--- config.mk ---
export PLATFORM = sky130hd
export DESIGN_NAME = seq_shift_unit
export DESIGN_NICKNAME = d
export VERILOG_FILES = /design/src/rtl/shift_pkg.sv /design/src/rtl/shift_step.sv /design/src/rtl/seq_shift_unit.sv
export SDC_FILE = /design/constraint.sdc
export NUM_CORES = 1
export LEC_CHECK = 0
export ABC_AREA = 0
export CORE_MARGIN = 4
export CORE_UTILIZATION = 55
export DETAILED_ROUTE_END_ITERATION = 6
export PLACE_DENSITY = 0.89
export SKIP_CTS_REPAIR_TIMING = 1
export SLEW_MARGIN = 20
export SYNTH_ARGS = -nofsm -noshare
export SYNTH_HDL_FRONTEND = slang
export SYNTH_SLANG_ARGS = --single-unit
--- constraint.sdc ---
create_clock -name clk -period 2.34 [get_ports clk]
set_clock_uncertainty 0.05 [all_clocks]
set_input_delay 0.351 -clock clk [delete_from_list [all_inputs] [get_ports clk]]
set_output_delay 0.351 -clock clk [all_outputs]
set_load 0.005 [all_outputs]
--- src/rtl/shift_pkg.sv ---
// Shared definitions for the iterative shift unit: operation modes, FSM encodings, sizing helper.
package shift_pkg;

  localparam logic [2:0] MODE_LSL       = 3'd0;
  localparam logic [2:0] MODE_LSR       = 3'd1;
  localparam logic [2:0] MODE_ASR       = 3'd2;
  localparam logic [2:0] MODE_ASR_TRUNC = 3'd3;
  localparam logic [2:0] MODE_ROL       = 3'd4;
  localparam logic [2:0] MODE_ROR       = 3'd5;

  localparam logic [1:0] ST_IDLE  = 2'd0;
  localparam logic [1:0] ST_SHIFT = 2'd1;
  localparam logic [1:0] ST_ROUND = 2'd2;

  // Ceiling log2 for parameter sizing; elaboration-time only.
  function automatic int unsigned shift_clog2(input int unsigned v);
    int unsigned r;
    r = 0;
    for (int unsigned i = 0; i < 32; i++) begin
      if ((32'd1 << i) < v) r = i + 1;
    end
    return r;
  endfunction

endpackage

--- src/rtl/shift_step.sv ---
// Combinational single-position shifter: one step of the selected mode plus the bit it ejects.
module shift_step
  import shift_pkg::*;
#(
  parameter int unsigned WIDTH = 8
) (
  input  logic [2:0]       mode,
  input  logic [WIDTH-1:0] value,
  output logic [WIDTH-1:0] next_c,
  output logic             bit_out_c,
  output logic             ovf_bit_c
);

  always_comb begin
    next_c    = value;
    bit_out_c = 1'b0;
    ovf_bit_c = 1'b0;
    case (mode)
      MODE_LSL: begin
        next_c    = {value[WIDTH-2:0], 1'b0};
        bit_out_c = value[WIDTH-1];
        ovf_bit_c = value[WIDTH-1] ^ value[WIDTH-2];
      end
      MODE_LSR: begin
        next_c    = {1'b0, value[WIDTH-1:1]};
        bit_out_c = value[0];
      end
      MODE_ASR, MODE_ASR_TRUNC: begin
        next_c    = {value[WIDTH-1], value[WIDTH-1:1]};
        bit_out_c = value[0];
      end
      // Rotates never eject a bit, so carry stays clear.
      MODE_ROL: next_c = {value[WIDTH-2:0], value[WIDTH-1]};
      MODE_ROR: next_c = {value[0], value[WIDTH-1:1]};
      default:  next_c = value;
    endcase
  end

endmodule

--- src/rtl/seq_shift_unit.sv ---
// Iterative shift/rotate unit: one bit position per clock behind a start/busy/done handshake.
module seq_shift_unit
  import shift_pkg::*;
#(
  parameter int unsigned WIDTH = 8,
  parameter int unsigned SHW   = shift_clog2(WIDTH) + 1
) (
  input  logic             clk,
  input  logic             rst_n,
  input  logic             start,
  input  logic [2:0]       mode,
  input  logic [SHW-1:0]   shamt,
  input  logic [WIDTH-1:0] din,
  output logic [WIDTH-1:0] dout,
  output logic             busy,
  output logic             done,
  output logic             carry,
  output logic             ovf,
  output logic             err
);

  logic [1:0]       state, state_nxt;
  logic [2:0]       op_mode, op_mode_nxt;
  logic [SHW-1:0]   cnt, cnt_nxt;
  logic [WIDTH-1:0] work, work_nxt;
  logic [WIDTH-1:0] dout_nxt;
  logic             busy_nxt, done_nxt, carry_nxt, ovf_nxt, err_nxt;

  logic [WIDTH-1:0] step_c;
  logic             step_bit_c, step_ovf_c;
  logic             reserved_c;
  logic [SHW-1:0]   amount_c;

  shift_step #(.WIDTH(WIDTH)) u_step (
    .mode      (op_mode),
    .value     (work),
    .next_c    (step_c),
    .bit_out_c (step_bit_c),
    .ovf_bit_c (step_ovf_c)
  );

  // Effective step count: rotates wrap modulo WIDTH, shifts saturate at WIDTH.
  always_comb begin
    reserved_c = (mode > MODE_ROR);
    amount_c   = '0;
    if (mode == MODE_ROL || mode == MODE_ROR) begin
      amount_c = SHW'(shamt % SHW'(WIDTH));
    end else if (!reserved_c) begin
      amount_c = (shamt > SHW'(WIDTH)) ? SHW'(WIDTH) : shamt;
    end
  end

  always_ff @(posedge clk or negedge rst_n) begin
    if (!rst_n) begin
      state   <= ST_IDLE;
      op_mode <= MODE_LSL;
      cnt     <= '0;
      work    <= '0;
      dout    <= '0;
      busy    <= 1'b0;
      done    <= 1'b0;
      carry   <= 1'b0;
      ovf     <= 1'b0;
      err     <= 1'b0;
    end else begin
      state   <= state_nxt;
      op_mode <= op_mode_nxt;
      cnt     <= cnt_nxt;
      work    <= work_nxt;
      dout    <= dout_nxt;
      busy    <= busy_nxt;
      done    <= done_nxt;
      carry   <= carry_nxt;
      ovf     <= ovf_nxt;
      err     <= err_nxt;
    end
  end

  always_comb begin
    state_nxt   = state;
    op_mode_nxt = op_mode;
    cnt_nxt     = cnt;
    work_nxt    = work;
    dout_nxt    = dout;
    busy_nxt    = busy;
    done_nxt    = 1'b0;
    carry_nxt   = carry;
    ovf_nxt     = ovf;
    err_nxt     = err;
    case (state)
      ST_IDLE: begin
        if (start) begin
          op_mode_nxt = mode;
          work_nxt    = din;
          carry_nxt   = 1'b0;
          ovf_nxt     = 1'b0;
          err_nxt     = reserved_c;
          if (amount_c == '0) begin
            dout_nxt = din;
            done_nxt = 1'b1;
            busy_nxt = 1'b0;
          end else begin
            cnt_nxt   = amount_c;
            busy_nxt  = 1'b1;
            state_nxt = ST_SHIFT;
          end
        end
      end
      ST_SHIFT: begin
        work_nxt  = step_c;
        carry_nxt = carry | step_bit_c;
        ovf_nxt   = ovf | step_ovf_c;
        cnt_nxt   = cnt - SHW'(1);
        if (cnt == SHW'(1)) begin
          if (op_mode == MODE_ASR_TRUNC) begin
            state_nxt = ST_ROUND;
          end else begin
            dout_nxt  = step_c;
            done_nxt  = 1'b1;
            busy_nxt  = 1'b0;
            state_nxt = ST_IDLE;
          end
        end
      end
      // Floor result is one below the truncated one when a negative operand lost set bits.
      ST_ROUND: begin
        dout_nxt  = (work[WIDTH-1] && carry) ? work + WIDTH'(1) : work;
        done_nxt  = 1'b1;
        busy_nxt  = 1'b0;
        state_nxt = ST_IDLE;
      end
      default: begin
        busy_nxt  = 1'b0;
        state_nxt = ST_IDLE;
      end
    endcase
  end

endmodule

Word-level counts from Yosys, hierarchy flattened
Index checks and enable logic that the tools add are counted.
{"block": "totals", "reg_bits": 30, "wordCells": 82, "input_bits": 18, "out_inout_bits": 13}
{"block": "classes", "bitwise": 3, "n_eq_ne": 15, "n_addsub": 2, "order_cmp": 2, "n_mux": 35, "reduce_logical": 15}
{"cell": "8-bit 2-to-1 mux", "n": 6}
{"cell": "8-bit case mux with 5 select lines", "n": 1}
{"cell": "8-bit case mux with 3 select lines", "n": 1}
{"cell": "4-bit 2-to-1 mux", "n": 5}
{"cell": "8-bit case mux with 2 select lines", "n": 1}
{"cell": "3-bit == test (second input constant)", "n": 4}
{"cell": "1-bit 2-to-1 mux", "n": 10}
{"cell": "2-bit != test (second input constant)", "n": 5}
{"cell": "3-bit AND reduction", "n": 3}
{"cell": "8-bit by 1-bit adder with 8-bit output (second input constant)", "n": 1}
{"cell": "2-bit 2-to-1 mux", "n": 4}
{"cell": "1-bit case mux with 2 select lines", "n": 4}
{"cell": "4-bit case mux with 2 select lines", "n": 1}
{"cell": "3-bit by 2-bit == test with 1-bit output (second input constant)", "n": 2}
{"cell": "5-bit AND reduction", "n": 1}
{"cell": "4-bit by 1-bit == test with 1-bit output (second input constant)", "n": 1}
{"cell": "4-bit greater-than comparator (second input constant)", "n": 1}
{"cell": "4-bit zero test", "n": 1}
{"cell": "2-bit case mux with 2 select lines", "n": 1}
{"cell": "2-bit AND reduction", "n": 2}
{"cell": "4-bit by 1-bit subtractor with 4-bit output (second input constant)", "n": 1}
{"cell": "3-bit by 1-bit == test with 1-bit output (second input constant)", "n": 1}
{"cell": "3-bit greater-than comparator (second input constant)", "n": 1}
{"cell": "3-bit zero test", "n": 1}
{"cell": "12 further kinds", "n": 13}

Longest topological paths before layout
{"block": "depth", "word_depth": 8, "depth_mapped": 8, "ltp_nobuf": 7}

Cells and area by module
A second synthesis with hierarchy kept.
{"block": "unflattened", "hier_cells": 237, "hier_area_um2": 2088.3}
{"mod": "seq_shift_unit", "area_per_inst_um2": 1789.2, "seq_area_each_um2": 750.7, "cells_each": 195, "instances": 1}
{"mod": "shift_step", "area_per_inst_um2": 299.0, "seq_area_each_um2": 0.0, "cells_each": 42, "instances": 1}

Least setup slack after synthesis
No wires, ideal clock.
{"block": "synth_timing", "path_kind": "reg-to-reg", "startpoint": "reg cnt[1]", "endpoint": "reg dout[1]", "setup_time_ns": 0.125, "stages_incl_launch_ff": 7, "path_buffers": 0, "required_time_ns": 2.165, "setup_slack_ns": 0.491, "period_less_slack_ns": 1.849, "arrival_ns": 1.674, "path_cell_list": "dfrtp_1 > inv_1 > ha_1 > or3b_2 > nand2_1 > nand4b_4 > mux2_4"}
{"block": "synth_via", "elab_chain_len": 3}
{"element": "start: declaration", "line": "seq_shift_unit.sv:24", "text": "logic [SHW-1:0] cnt, cnt_nxt;"}
{"element": "start signal: assignment", "line": "seq_shift_unit.sv:68", "text": "cnt <= cnt_nxt;"}
{"element": "4-bit by 1-bit == test with 1-bit output", "line": "seq_shift_unit.sv:114", "text": "if (cnt == SHW'(1)) begin"}
{"element": "2-bit != test (no line)"}
{"element": "5-bit AND reduction (no line)"}
{"element": "end signal: assignment", "line": "seq_shift_unit.sv:70", "text": "dout <= dout_nxt;"}
{"element": "end: declaration", "line": "seq_shift_unit.sv:14", "text": "output logic [WIDTH-1:0] dout,"}
No other way between the ends.
A chain may end at the register's enable or synchronous reset.

Worst setup path after layout
{"block": "layout_timing", "startpoint": "in shamt[2]", "endpoint": "reg cnt[3]"}
{"block": "layout_via", "elab_chain_len": 7, "word_cells_on_any_way": 10, "cone_classes": "1 x order compare; 1 x eq/ne; 6 x mux; 2 x reduce/logical"}
{"element": "start: declaration", "line": "seq_shift_unit.sv:12", "text": "input logic [SHW-1:0] shamt,"}
{"element": "4-bit greater-than comparator", "line": "seq_shift_unit.sv:49", "text": "amount_c = (shamt > SHW'(WIDTH)) ? SHW'(WIDTH) : shamt;"}
{"element": "4-bit 2-to-1 mux", "line": "seq_shift_unit.sv:49"}
{"element": "4-bit 2-to-1 mux", "line": "seq_shift_unit.sv:48", "text": "end else if (!reserved_c) begin"}
{"element": "4-bit 2-to-1 mux (*)", "line": "seq_shift_unit.sv:46", "text": "if (mode == MODE_ROL || mode == MODE_ROR) begin"}
{"element": "4-bit zero test or 4-bit 2-to-1 mux (tied branches)", "line": "seq_shift_unit.sv:98", "text": "if (amount_c == '0) begin"}
{"element": "2-bit != test (no line) or 4-bit 2-to-1 mux (tied branches)"}
{"element": "3-bit AND reduction (no line) or 4-bit case mux with 2 select lines (tied branches)"}
Every way passes the cells marked *; elsewhere a longest branch is shown, timed or not. The select of a mux whose other input is x is not followed.

==> flow_summary.yaml <==
global_route:
  track_usage: 0.2255
  grt_pass1_vias: 1942
  grt_antenna_before_repair: 0
  grt_max_degree: 31
  first_pass_grt_wire_length_mm: 9.114
  gr-total-overflow: 0
final_layout:
  n_antenna_cell: 0
  n_fill_cell: 303
  layout.nets: 314
  fin_cells: 337
  syn_to_final_growth_pct: 21.67
  layout_common_cells: "36 x sky130_fd_sc_hd__nand2_1, 30 x sky130_fd_sc_hd__dfrtp_1, 30 x sky130_fd_sc_hd__clkdlybuf4s50_1"
  multi_input_comb_area_um2: 1323
  layout.area.seq_um2: 750.7
  finalInstanceArea_um2: 2649
  share_of_cells_above_drive_strength_1: 0.1592
  layout.cells.most_common: "sky130_fd_sc_hd__nand2_1"
placed_design:
  dpl_worst_slack_ns: 0.0001794
  hpwlAfterDp_mm: 4.045
  placement.io_buffers: 30
  postPlaceCellArea_um2: 2572
  finalWeightedCongestion: 0.9514
  cell_total_after_placement: 330
hold_path:
  min-delay-path-class: "primary input to asynchronous set/reset pin"
synth:
  synth-simple-area-share: 0.2247
  post_synth_num_cell_types: 49
  postSynth.asyncResetShare: 1.000
  synthesis.nets: 280
  yosysTopAreaCell: "sky130_fd_sc_hd__dfrtp_1"
  synthTopCellsByArea: "sky130_fd_sc_hd__dfrtp_1 34%, sky130_fd_sc_hd__nand2_1 6.2%, sky130_fd_sc_hd__mux2_2 5.2%"
  dominant_combinational_cell_family_by_area_after_synthesis: "simple AND/OR/NAND/NOR gates"
  avg_cell_area_syn_um2: 8.538
  synthDominantCellAreaShare: 0.3448
  synth-seq-area-share: 0.3448
  synth.cell_area_um2: 2177
  synth-edff-count: 0
  count_of_state_elements_after_synthesis: 30
  synthXorXnorAreaFrac: 0.02816
  synth_adder_area_share: 0.04023
  synth_flop_cell: "sky130_fd_sc_hd__dfrtp_1"
  synth.area.mux_share: 0.09080
  synth_warnings: 0
  postSynthCellCount: 255
  compound_gate_fraction_of_synth_area: 0.2236
detailed_routing:
  wire_per_inst_um: 16.29
  drt_iter0_drc: 135
  route.final.wire_length_mm: 5.491
  drtAntennaViolNets: 0
  drtPass1Iterations: 6
  drt_drc_violations_left: 0
  detailroute.via_count: 2083
  viasPerCell: 6.181
sta:
  report.final.hold_viol_count: 0
  timing.hold.ws_ns: 0.4114
  timing.setup.tns_ns: 0
  slew_headroom: 0.7008
  finalCritPeriodShare: 0.8818
  worst_max_slew_pin_slew_ns: 0.4488
  timing_max_transition_violations_final: 0
  maxClockFrequency_mhz: 484.6
  final.min_clock_period_ns: 2.063
  setup_slack_ns: 0.2765
  setup_viol: 0
  grt_setup_unrepaired: "no"
pwr:
  cell_internal_pwr_mw: 2.156
  power_leakage_nw: 1.101
  comb_power_share: 0.612
  total_switching_power_mw: 1.797
  switching_share: 0.4547
  power_per_cell_area_nw_per_um2: 1492
  vdd.ir_drop.worst_uv: 843.3
  clkPwrFrac: 0.100
  power_frac_seq: 0.288
setup_path:
  cp_max_fo: 7
  cp-start-kind: "primary input"
  worstPathBufferInverterCount: 2
  cp.arrival_ns: 2.22
  timing.setup.critical_path_class: "primary input to flip-flop"
  cp-end-kind: "flip-flop"
  cp_cell_sequence: "clkdlybuf4s50_1 > or4b_4 > buf_4 > nand4_2 > nand2_2 > and4_1 > nor3_1"
  cpLargestDelayFamily: "simple AND/OR/NAND/NOR gates"
  cp.required_ns: 2.50
  cpMaxStageDelayCell: "sky130_fd_sc_hd__or4b_4"
  max_stage_delay_ns: 0.57
clocking:
  cts.sinks: 30
  tritoncts: "done"
  clkTransAtPathRegs_ns: 0.06
  clk_path_buf_depth: 2
  htreeDepth: 2
  cts_root_buffer: "sky130_fd_sc_hd__clkbuf_8"
  worst_skew_pair.late_latency_ns: 0.28
  tritoncts.num_buffers: 5
floorplan:
  initial_util: 0.5816
  floorplan.die_area_um2: 5029
  core_area_um2: 3744
  core.rowCount: 22
  die-height_um: 70.92
  die_w_um: 70.92
  top_level_ports: 31
run:
  drv.max_cap_violation_count: 0
status:
  run_status: "complete, no violations"
layout make-up:
| type | instances | share of cell area |
|---|---|---|
| Clock buffer | 7 | 0.02881 |
| Timing Repair Buffer | 45 | 0.1559 |
| Sequential cell | 30 | 0.2834 |
| Tap cell | 48 | 0.02267 |
| Inverter | 7 | 0.009920 |
| Multi-Input combinational cell | 200 | 0.4993 |
kinds of logic after synthesis:
family | count (synthesis)
buffers and inverters | 25
multiplexers | 18
flip-flops | 30
AND/OR/NAND/NOR | 96
adder cells (fa/ha/maj) | 7
AO/OA/AOI/OAI | 72
XOR/XNOR | 7
path summary, 6_finish.rpt:
kind / startpoint / cells past startpoint / slack [ns] / end
max in group asynchronous: rst_n / 2 / 1.54 / busy
worst max-delay path: shamt[2] / 7 / 0.28 / cnt[3]
min in group clk: dout[3] / 2 / 0.43 / dout[3]
worst min-delay path: rst_n / 2 / 0.41 / work[7]
worst min register to register: dout[3] / 2 / 0.43 / dout[3]
worst max register to register: cnt[1] / 8 / 0.32 / dout[5]
per-layer routing:
layer / up-vias / wire, um / track usage
met1: 972 / 2379 / 0.3087
met5: - / 0 / 0
li1: 993 / - / -
met4: 0 / 115 / 0.08559
met2: 105 / 2515 / 0.3543
met3: 13 / 480 / 0.04261
power by group through the flow:
stage          registers, mW  clock network [mW]  logic (mW)
6_report                1.14               0.394        2.42
4_1_cts                 1.13               0.403        2.41
5_1_grt                 1.18               0.416        2.68
3_3_place_gp            1.12                   0        2.32
3_5_place_dp            1.13                   0        2.39
2_1_floorplan          0.935                   0        1.82
metrics by stage:
stage	power [mW]	utilization
after floorplan	2.754	-
after global placement	3.448	0.6872
after detailed placement	3.523	0.6872
after CTS	3.938	0.7076
after global routing	4.276	0.7076
final	3.953	0.7076
synthesized netlist by cell type (6+ instances only):
library cell                n
sky130_fd_sc_hd__nand2_1   36
sky130_fd_sc_hd__dfrtp_1   30
sky130_fd_sc_hd__a21oi_1   20
sky130_fd_sc_hd__nor2_1    20
sky130_fd_sc_hd__clkbuf_1  14
sky130_fd_sc_hd__o21ai_0   13
sky130_fd_sc_hd__nand3_1   12
sky130_fd_sc_hd__mux2_2    10
sky130_fd_sc_hd__ha_1       7
sky130_fd_sc_hd__mux2i_1    7
sky130_fd_sc_hd__o22a_1     7
sky130_fd_sc_hd__o22ai_1    6
sky130_fd_sc_hd__xnor2_1    6
sequential cells by signal, summed over array words and instances, names as in the netlist:
signal	count
busy	1
carry	1
cnt	4
done	1
dout	8
err	1
op_mode	3
ovf	1
state	2
work	8
Note: power is estimated with default switching activity, not from simulation.
